===== src/rtl/video_timing_gen.sv =====
// Raster timing generator for the 1280x720p60 display path.
// Produces free-running pixel/line pointers, syncs, data-enable, line and
// frame strobes, and a frame counter. Every output is registered.
// Handshake: PIX_EN is a plain advance qualifier with no back-pressure.
// When PIX_EN is high on a CLK edge, the raster steps by one pixel. When it
// is low, all state holds and both strobes read 0.
module video_timing_gen #(
  parameter int H_ACTIVE = 1280,
  parameter int H_FP     = 110,
  parameter int H_SYNC   = 40,
  parameter int H_BP     = 220,
  parameter int V_ACTIVE = 720,
  parameter int V_FP     = 5,
  parameter int V_SYNC   = 5,
  parameter int V_BP     = 20,
  parameter bit HS_POL   = 1'b1,
  parameter bit VS_POL   = 1'b1
) (
  input  logic        CLK,
  input  logic        RST_N,
  input  logic        PIX_EN,
  output logic [10:0] H_CNT,
  output logic [10:0] V_CNT,
  output logic        HSYNC,
  output logic        VSYNC,
  output logic        DE,
  output logic        LINE_START,
  output logic        FRAME_START,
  output logic [7:0]  FRAME_CNT,
  output logic [1:0]  H_PHASE,
  output logic [1:0]  V_PHASE
);

  // Both totals are expected to fit the 11-bit pointers (<= 2047).
  localparam int H_TOTAL = H_ACTIVE + H_FP + H_SYNC + H_BP;
  localparam int V_TOTAL = V_ACTIVE + V_FP + V_SYNC + V_BP;

  localparam logic [10:0] H_LAST     = 11'(H_TOTAL - 1);
  localparam logic [10:0] H_FP_START = 11'(H_ACTIVE);
  localparam logic [10:0] H_SY_START = 11'(H_ACTIVE + H_FP);
  localparam logic [10:0] H_BP_START = 11'(H_ACTIVE + H_FP + H_SYNC);
  localparam logic [10:0] V_LAST     = 11'(V_TOTAL - 1);
  localparam logic [10:0] V_FP_START = 11'(V_ACTIVE);
  localparam logic [10:0] V_SY_START = 11'(V_ACTIVE + V_FP);
  localparam logic [10:0] V_BP_START = 11'(V_ACTIVE + V_FP + V_SYNC);

  typedef enum logic [1:0] {
    PH_ACT  = 2'd0,
    PH_FP   = 2'd1,
    PH_SYNC = 2'd2,
    PH_BP   = 2'd3
  } phase_t;

  phase_t      h_state, h_state_nxt;
  phase_t      v_state, v_state_nxt;
  logic [10:0] h_cnt_nxt, v_cnt_nxt;
  logic        h_wrap, v_wrap, v_adv;
  logic        started;
  logic        hsync_nxt, vsync_nxt, de_nxt;
  logic        line_start_nxt, frame_start_nxt;
  logic [7:0]  frame_cnt_nxt;

  assign H_PHASE = h_state;
  assign V_PHASE = v_state;

  // Next pixel/line pointers; the line pointer steps only on a line wrap.
  always_comb begin
    h_wrap    = (H_CNT == H_LAST);
    v_wrap    = (V_CNT == V_LAST);
    v_adv     = PIX_EN && h_wrap;
    h_cnt_nxt = H_CNT;
    v_cnt_nxt = V_CNT;
    if (PIX_EN) begin
      h_cnt_nxt = h_wrap ? 11'd0 : H_CNT + 11'd1;
    end
    if (v_adv) begin
      v_cnt_nxt = v_wrap ? 11'd0 : V_CNT + 11'd1;
    end
  end

  // Phase transitions fire on the edge that loads the first count of the new phase.
  always_comb begin
    h_state_nxt = h_state;
    case (h_state)
      PH_ACT:  if (PIX_EN && h_cnt_nxt == H_FP_START) h_state_nxt = PH_FP;
      PH_FP:   if (PIX_EN && h_cnt_nxt == H_SY_START) h_state_nxt = PH_SYNC;
      PH_SYNC: if (PIX_EN && h_cnt_nxt == H_BP_START) h_state_nxt = PH_BP;
      PH_BP:   if (PIX_EN && h_cnt_nxt == 11'd0)      h_state_nxt = PH_ACT;
      default: h_state_nxt = PH_BP;
    endcase
    v_state_nxt = v_state;
    case (v_state)
      PH_ACT:  if (v_adv && v_cnt_nxt == V_FP_START) v_state_nxt = PH_FP;
      PH_FP:   if (v_adv && v_cnt_nxt == V_SY_START) v_state_nxt = PH_SYNC;
      PH_SYNC: if (v_adv && v_cnt_nxt == V_BP_START) v_state_nxt = PH_BP;
      PH_BP:   if (v_adv && v_cnt_nxt == 11'd0)      v_state_nxt = PH_ACT;
      default: v_state_nxt = PH_BP;
    endcase
  end

  // Output decode from the upcoming phases, so outputs align with the pointers.
  always_comb begin
    hsync_nxt       = (h_state_nxt == PH_SYNC) ? HS_POL : ~HS_POL;
    vsync_nxt       = (v_state_nxt == PH_SYNC) ? VS_POL : ~VS_POL;
    de_nxt          = (h_state_nxt == PH_ACT) && (v_state_nxt == PH_ACT);
    line_start_nxt  = v_adv;
    frame_start_nxt = v_adv && v_wrap;
    frame_cnt_nxt   = FRAME_CNT;
    if (frame_start_nxt && started) begin
      frame_cnt_nxt = FRAME_CNT + 8'd1;
    end
  end

  // Pointer and phase registers; reset parks the raster on the last pixel of the frame.
  always_ff @(posedge CLK or negedge RST_N) begin
    if (!RST_N) begin
      H_CNT   <= H_LAST;
      V_CNT   <= V_LAST;
      h_state <= PH_BP;
      v_state <= PH_BP;
      started <= 1'b0;
    end else begin
      H_CNT   <= h_cnt_nxt;
      V_CNT   <= v_cnt_nxt;
      h_state <= h_state_nxt;
      v_state <= v_state_nxt;
      if (PIX_EN) started <= 1'b1;
    end
  end

  // Registered outputs; the first frame after reset does not bump FRAME_CNT.
  always_ff @(posedge CLK or negedge RST_N) begin
    if (!RST_N) begin
      HSYNC       <= ~HS_POL;
      VSYNC       <= ~VS_POL;
      DE          <= 1'b0;
      LINE_START  <= 1'b0;
      FRAME_START <= 1'b0;
      FRAME_CNT   <= 8'd0;
    end else begin
      HSYNC       <= hsync_nxt;
      VSYNC       <= vsync_nxt;
      DE          <= de_nxt;
      LINE_START  <= line_start_nxt;
      FRAME_START <= frame_start_nxt;
      FRAME_CNT   <= frame_cnt_nxt;
    end
  end

endmodule

===== config.mk =====
export PLATFORM = sky130hd
export DESIGN_NAME = video_timing_gen
export DESIGN_NICKNAME = d
export VERILOG_FILES = /design/src/rtl/video_timing_gen.sv
export SDC_FILE = /design/constraint.sdc
export NUM_CORES = 1
export LEC_CHECK = 0
export ABC_AREA = 1
export BUFFER_PORTS_ARGS = -buffer_cell sky130_fd_sc_hd__buf_2
export CAP_MARGIN = 30
export CORE_AREA = 2 2 83 101
export CTS_CLUSTER_DIAMETER = 40
export DETAILED_ROUTE_END_ITERATION = 7
export DIE_AREA = 0 0 85 103
export PLACE_DENSITY = 0.53
export SETUP_SLACK_MARGIN = 0.2
export SLEW_MARGIN = 20
export SYNTH_ARGS = -nofsm -noshare
export SYNTH_HDL_FRONTEND = slang
export SYNTH_SLANG_ARGS = --single-unit

===== constraint.sdc =====
create_clock -name CLK -period 2.12 [get_ports CLK]
set_input_delay 0.106 -clock CLK [delete_from_list [all_inputs] [get_ports CLK]]
set_output_delay 0.106 -clock CLK [all_outputs]
set_load 0.005 [all_outputs]

==> Yosys cells after proc, flatten, opt, wreduce, memory -nomap -nowiden <==
Cells that the tools add are included.
{ "word_totals": {"mem_bits_ro": 0, "latchBits": 0, "reg_bits": 40, "output_inout_bits": 39, "in_bits": 3, "elab_cells": 64, "ram_bits": 0, "n_memories": 0} }
{ "op_classes": {"reduce_logical": 18, "n_div": 0, "bitwise": 0, "eq_ne": 16, "shifts": 0, "n_lt_le_gt_ge": 0, "n_mux": 16, "add_sub_neg": 3, "mul": 0} }
{ "op_table": {"columns": ["cell", "n"], "rows": [
  ["equality test 11 x 10 -> 1 bit (second input constant)", 4],
  ["equality test 11 bit (second input constant)", 4],
  ["two-way mux 11 bit", 4],
  ["adder 11 x 1 -> 11 bit (second input constant)", 2],
  ["logical NOT 11 bit", 2],
  ["two-way mux 2 bit", 8],
  ["one-hot mux 2 bit (4 select lines)", 2],
  ["equality test 2 bit (second input constant)", 6],
  ["logical AND 1 bit", 12],
  ["adder 8 x 1 -> 8 bit (second input constant)", 1],
  ["logical NOT 2 bit", 4],
  ["equality test 2 x 1 -> 1 bit (second input constant)", 2],
  ["two-way mux 1 bit", 2]
]} }

==> Longest topological paths before layout <==
Gate-level depths: netlist (run 1).
{ "depth": {"ltp_word": 9, "mapped_depth": 18, "ltp_nobuf": 18} }

==> Worst setup path after synthesis (run 1) <==
Ideal clock, no wire load.
{ "synth_timing": {"kind": "register to register", "from": "reg H_CNT[0]", "to": "reg VSYNC", "setup_ns": 0.119, "stages_incl_launch_ff": 13, "required_ns": 2.001, "path_buffers": 0, "arrival_ns": 1.995, "synth_period_minus_slack_ns": 2.114, "path_slack_ns": 0.006, "path_cell_list": "dfstp_2 -> ha_1 -> nor3b_2 -> nand4_4 -> o21ai_2 -> nand2_1 -> nor2_4 -> nand2_1 -> nor2_1 -> nand2_1 -> nand2_2 -> nor2_4 -> and2_1"} }
{ "synth_between": {"elab_chain_len": 9, "elab_cells_between_ends": 18, "cone_classes": "eq/ne (5); mux (7); reduce/logical (6)"} }
{ "synth_lines": {"columns": ["item", "line", "text"], "rows": [
  ["from (decl)", "22", "output logic [10:0] H_CNT,"],
  ["from (signal assigned)", "123", "H_CNT <= h_cnt_nxt;"],
  ["equality test 11 bit *", "68", "h_wrap = (H_CNT == H_LAST);"],
  ["logical AND 1 bit *", "70", "v_adv = PIX_EN && h_wrap;"],
  ["two-way mux 11 bit *", "76", "if (v_adv) begin"],
  ["named net v_cnt_nxt[6]", "56", "logic [10:0] h_cnt_nxt, v_cnt_nxt;"],
  ["equality test 11 x 10 -> 1 bit (tied with other cells)", "95", "PH_SYNC: if (v_adv && v_cnt_nxt == V_BP_START) v_state_nxt = PH_BP;"],
  ["logical AND 1 bit (on tied branches)", null, null],
  ["two-way mux 2 bit (on tied branches)", null, null],
  ["one-hot mux 2 bit (4 select lines) *", "92", "case (v_state)"],
  ["equality test 2 bit *", "104", "vsync_nxt = (v_state_nxt == PH_SYNC) ? VS_POL : ~VS_POL;"],
  ["two-way mux 1 bit *", "104", null],
  ["named net vsync_nxt", "59", "logic hsync_nxt, vsync_nxt, de_nxt;"],
  ["to (signal assigned)", "135", "VSYNC <= ~VS_POL;"],
  ["to (signal assigned)", "142", "VSYNC <= vsync_nxt;"],
  ["to (decl)", "25", "output logic VSYNC,"]
]} }
Mark *: on every way through the listed nets, which the timed path passes. The rest lies on a longest branch.
A chain may end at the register's enable or synchronous reset.

==> Final worst setup path (run 1) <==
Ends and elaborated chain as after synthesis.

==> results of run 1 <==
[final timing paths]
kind	start	slack [ns]	endpoint	depth (start not counted)
max	H_CNT[0]	-0.17	VSYNC	12
max reg2reg	H_CNT[0]	-0.17	VSYNC	12
min in group asynchronous	RST_N	0.32	FRAME_CNT[5]	2
min reg2reg	FRAME_CNT[7]	0.47	FRAME_CNT[7]	1
min	PIX_EN	0.29	started	2
max in group asynchronous	RST_N	1.24	V_CNT[0]	3
[Yosys cell counts]
cell | number | area share, %
and2_1 | 1 | 0.23
nor3_2 | 2 | 0.75
a21oi_1 | 1 | 0.19
nor3b_2 | 1 | 0.47
or2_2 | 1 | 0.23
o21ai_2 | 2 | 0.65
ha_1 | 5 | 2.3
nand4_1 | 13 | 3.0
inv_2 | 8 | 1.1
nand2_1 | 97 | 14
nand2_4 | 1 | 0.42
dfstp_2 | 17 | 17
nand4_4 | 1 | 0.80
buf_6 | 1 | 0.42
nor4_1 | 1 | 0.23
xnor2_1 | 1 | 0.33
dfrtp_1 | 23 | 22
xor2_1 | 7 | 2.3
nand4_2 | 1 | 0.47
o21ai_0 | 7 | 1.3
o211ai_2 | 1 | 0.47
nand3_2 | 6 | 2.2
nor3_1 | 9 | 1.7
buf_2 | 1 | 0.19
mux2_2 | 1 | 0.42
nand2_2 | 10 | 2.3
inv_1 | 50 | 7.0
o21ai_1 | 1 | 0.19
nand3_1 | 37 | 6.9
nand3b_1 | 2 | 0.56
nor2_1 | 46 | 6.5
nor2_4 | 7 | 2.9
buf_4 | 1 | 0.28
nor2_2 | 5 | 1.2
[per-layer routing]
| metal | GRT usage, % | vias to the layer above | wire [microns] |
|---|---|---|---|
| met5 | 0 | - | 0 |
| met4 | 7.33 | 0 | 204 |
| met3 | 2.80 | 17 | 246 |
| met2 | 32.9 | 50 | 3960 |
| met1 | 21.6 | 1290 | 3290 |
| li1 | - | 1395 | - |
[cells by family after synthesis]
family                     count (synthesis)  share of synthesized area [%]
AOI/OAI and AO/OA                         12                           2.81
adders and majority gates                  5                           2.34
xor gates and xnor gates                   8                           2.62
DFF                                       40                           38.2
and+or+nand+nor                          241                           44.6
muxes                                      1                          0.421
buffers and inverters                     61                           9.03
[final cells by class]
type / count / area [sq um]
clock buffer: 7 / 76.3
clock inverter: 1 / 5.00
fill: 765 / 3980
inverter: 58 / 218
multi-input combinational: 268 / 1720
sequential: 40 / 1020
tap: 95 / 119
timing repair buffer: 109 / 749
[power by group]
part | internal, mW | total (mW) | switching [mW]
Sequential | 0.910 | 1.04 | 0.133
Clock | 0.231 | 0.494 | 0.262
Combinational | 0.623 | 1.41 | 0.784
Total | 1.76 | 2.94 | 1.18
[stage by stage]
| step | worst slack (ns) | cell area, sq um |
|---|---|---|
| finish | -0.171 | 3910 |
| global route | -0.357 | 3910 |
| CTS | -0.168 | 3650 |
| detailed placement | -0.188 | 3440 |
| global placement | -0.180 | 3440 |
| floorplan | 0.0507 | 2720 |
[registers in the layout, indices dropped and copies added (netlist names)]
name	flops
DE	1
V_CNT	11
HSYNC	1
FRAME_CNT	8
started	1
H_CNT	11
H_PHASE	2
LINE_START	1
V_PHASE	2
FRAME_START	1
VSYNC	1
[what timing repair did]
item | 4_1_cts | 5_1_grt
gates resized for setup | 15 | 46
hold buffers | 1 | 0
pin swaps | 6 | 8
hold endpoints to repair | 23 | 0
buffers inserted | 4 | 6
gates cloned | 1 | 0
setup endpoints to repair | 12 | 15
==> impl_metrics.csv, run 1 <==
group,metric,value,unit
sta,fin_skew,0.00724,ns
pwr,peakVddDrop,0.549,mV
grt,grtUsageTotal,18.2,%
grt,grt_max_degree,41,
sta,worst_slack,-0.171,ns
grt,grt_pass1_wl,12600,microns
placement,dp_hpwl,5650,microns
detailed_routing,drt_pass1_iterations,4,
clocking,insertion_delay,0.29,ns
layout,final_cell_mix,"nand2_1, buf_4, inv_1, buf_2, nor2_1",
floorplanning,start_util,33.9,%
clocking,cts-root-buf,"clkbuf_8",
hold_path,hold_path.class,"primary input to flip-flop",
floorplanning,core,7880,sq um
grt,antenna_found_initial,0,
critical_path,cpPeakStageDelay,0.58,ns
synth,synth_seq_area_share,38.2,%
detailed_routing,viasPerCell,4.76,
sta,slew_headroom,65.8,%
synth,synth_area,2680,sq um
critical_path,crit_chain,"ha_4, nor3b_4, nand4_4, o21ai_4, nand2_2, nor2_4, nand2_1, nor2_1, nand2_1, nand2_2, nor2_4, and2_1",
floorplanning,core.rowCount,36,
synth,avgSynthCellArea,7.27,sq um
detailed_routing,vias,2752,
clocking,cts_buffer_depth,2,
synth,yosys_register_bits,40,
sta,period_needed,2.29,ns
sta,setup_viol,7,
sta,grt_setup_unrepaired,"true",
detailed_routing,drc,0,
synth,syn-num-nets,376,
clocking,numCtsBuffers,5,
synth,synth.distinct_cells,34,
sta,maxSlewViolCount,0,
detailed_routing,final_antenna_net_count,0,
sta,hold_violations,0,
grt,grt_overflow,0,
sta,period_share,108,%
sta,finalHoldWorstSlack,0.286,ns
clocking,clk_pin_slew_worst_paths,0.08,ns
layout,final_common_cell,"nand2_1",
placement,port_buffers,41,
critical_path,startpoint_type,"flip-flop",
placement,dpl.cell_count,557,
grt,grt_pass1_vias,2708,
layout,drive_gt1_share,47.0,%
pwr,power,2.94,mW
detailed_routing,routed_wirelength,7700,microns
sta,fmax,437,MHz
floorplanning,ioPinCount,42,
critical_path,cp_max_fo,5,
critical_path,crit_path_end_kind,"flip-flop",
critical_path,required,2.30,ns
critical_path,path_buf_inv,0,
clocking,h-tree-depth,2,
synth,synthCells,368,
layout,post-route-util,49.6,%
sta,fin_tns_setup,-0.603,ns
layout,stdcell_count,578,
pwr,power.density,754,nW/um^2
outcome,run_status,"complete, but fails checks",
layout,num_antenna_cells,0,
outcome,violations,"setup timing",
synth,ys_warn_count,0,
critical_path,critPathArrivalTime,2.47,ns
critical_path,crit_type,"flip-flop to flip-flop",
layout,layout-area-overhead-vs-synth,46.0,%
flow_run,drv_cap,0,
clocking,cts_tree,"yes",
clocking,clock-sinks,40,
critical_path,crit_family,"simple AND/OR/NAND/NOR gates",
layout,fin_nets,490,
floorplanning,chipHeight,103,microns
sta,tightestPinTransition,0.512,ns
detailed_routing,drt_iter0_drc,98,
pwr,p_leak,1.90,nW
detailed_routing,wl_per_cell,13.3,microns
floorplanning,die-area,8760,sq um
placement,gp_congestion,0.904,
floorplanning,die_w,85,microns
critical_path,cpMaxStageDelayCell,"dfstp_2",
Power figures use the tool's default switching activity.
==> run 2, diff against run 1 <==
PLACE_DENSITY = unset   (was 0.53)
PLACE_DENSITY_LB_ADDON = 0.1   (was unset)
RECOVER_POWER = 100   (was unset)
==> impl_metrics.csv, run 2 (synthesis gave the netlist of run 1 again) <==
group,metric,value,unit
outcome,run_status,"complete, but fails checks",
outcome,violations,"setup timing",
pwr,switchingPower,1.15,mW
detailed_routing,drt_pass1_iterations,4,
grt,antenna_found_initial,0,
floorplanning,core.rowCount,36,
clocking,cts_tree,"yes",
placement,port_buffers,41,
sta,maxSlewViolCount,0,
floorplanning,ioPinCount,42,
sta,setup_viol,13,
detailed_routing,drt_iter0_drc,48,
clocking,cts_buffer_depth,2,
sta,grt_setup_unrepaired,"true",
critical_path,crit_type,"flip-flop to flip-flop",
layout,final_cell_mix,"nand2_1, buf_4, inv_1, buf_2, nor2_1",
critical_path,critPathArrivalTime,2.62,ns
detailed_routing,drc,0,
pwr,sw_frac_of_total,40.3,%
pwr,power.share.clock,18.2,%
floorplanning,core,7880,sq um
sta,slew_headroom,40.2,%
layout,final_common_cell,"nand2_1",
detailed_routing,viasPerCell,4.76,
clocking,clock-sinks,40,
grt,grt_overflow,0,
pwr,power,2.84,mW
sta,fin_skew,0.0111,ns
clocking,cts-root-buf,"clkbuf_8",
layout,post-route-util,50.2,%
detailed_routing,final_antenna_net_count,0,
critical_path,cp_max_fo,5,
grt,grt_pass1_vias,2866,
pwr,power.internal,1.70,mW
floorplanning,chipHeight,103,microns
grt,grt_max_degree,17,
sta,tightestPinTransition,0.897,ns
placement,dpl.cell_count,569,
clocking,clk_pin_slew_worst_paths,0.08,ns
critical_path,startpoint_type,"flip-flop",
floorplanning,start_util,33.9,%
pwr,pwr-share-seq,36.2,%
layout,drive_gt1_share,42.7,%
layout,stdcell_count,594,
placement,gp_congestion,0.829,
layout,layout-area-overhead-vs-synth,47.8,%
sta,hold_violations,0,
pwr,power.density,719,nW/um^2
layout,num_antenna_cells,0,
detailed_routing,vias,2830,
pwr,combPwrFrac,45.6,%
sta,fmax,419,MHz
pwr,peakVddDrop,0.624,mV
floorplanning,die-area,8760,sq um
critical_path,crit_path_end_kind,"flip-flop",
hold_path,hold_path.class,"primary input to flip-flop",
sta,period_share,113,%
sta,worst_slack,-0.268,ns
clocking,numCtsBuffers,5,
grt,grt_pass1_wl,13200,microns
clocking,h-tree-depth,2,
layout,fin_nets,506,
detailed_routing,routed_wirelength,7890,microns
grt,grtUsageTotal,18.8,%
placement,dp_hpwl,5920,microns
sta,period_needed,2.39,ns
pwr,p_leak,1.93,nW
layout,reg_top3,"H_CNT x11, V_CNT x11, FRAME_CNT x8",
clocking,insertion_delay,0.30,ns
floorplanning,die_w,85,microns
flow_run,drv_cap,0,
critical_path,required,2.35,ns
detailed_routing,wl_per_cell,13.3,microns
-- run 2: metal layers --
metal / track usage [%] / part of all wire (%) / vias up
met3: 2.48 / 3.1 / 17
li1: - / - / 1427
met2: 34.1 / 51 / 56
met5: 0 / 0 / -
met1: 22.6 / 44 / 1330
met4: 6.96 / 2.6 / 0
-- run 2: stage by stage --
step                      TNS, ns  cell area [sq um]  hold WS, ns  worst slack (ns)
after CTS                   -1.57               3840        0.258            -0.267
after global placement      -1.27               3540       0.0425            -0.326
after floorplan                 0               2720       -0.190            0.0507
final                       -1.52               3960        0.324            -0.268
after detailed placement    -1.49               3540       0.0402            -0.330
after global routing        -3.43               3960        0.340            -0.418
-- run 2: path summary, 6_finish.rpt --
kind,endpoint,depth (start not counted),start,slack (ns)
max in group asynchronous,HSYNC,3,RST_N,0.65
min in group asynchronous,FRAME_CNT[1],2,RST_N,0.44
worst min-delay path,H_CNT[0],3,PIX_EN,0.32
worst min register to register,FRAME_CNT[7],1,FRAME_CNT[7],0.47
worst max register to register,VSYNC,14,V_CNT[0],-0.27
worst max-delay path,VSYNC,14,V_CNT[0],-0.27
-- run 2: layout make-up --
class                           count  area [sq um]
Timing Repair Buffer              125           841
Multi-Input combinational cell    268          1670
Tap cell                           95           119
Clock buffer                        5          68.8
Inverter                           58           218
Sequential cell                    40          1020
Clock inverter                      3          18.8
Fill cell                         809          3930
-- run 2: power groups by stage --
| stage | Combinational (mW) | Clock, mW | Sequential, mW |
|---|---|---|---|
| after CTS | 1.26 | 0.540 | 1.04 |
| final | 1.30 | 0.518 | 1.03 |
| after global placement | 1.19 | 0 | 1.05 |
| after global routing | 1.44 | 0.572 | 1.05 |
| after floorplan | 0.554 | 0 | 1.07 |
| after detailed placement | 1.18 | 0 | 1.05 |
-- run 2: timing repair --
action | 4_1_cts | 5_1_grt
endpoints found under the hold margin | 8 | 0
pin swaps | 12 | 26
setup endpoints to repair | 14 | 17
gates resized for setup | 24 | 28
cloned | 1 | 0
buffers inserted | 9 | 6
hold buffers | 1 | 0
-- run 2: worst max-delay path, stage by stage (launching register included) --
cell and delay, ns:
dfstp_1 0.61, ha_1 0.23, inv_1 0.05, nor2_1 0.14
nand3_1 0.22, nand3_1 0.21, o21ai_4 0.10, nor2_2 0.10
nand2_2 0.08, nor2_2 0.11, nand2_1 0.08, nand3_1 0.08
nand2_2 0.07, nor2_4 0.12, and2_1 0.13
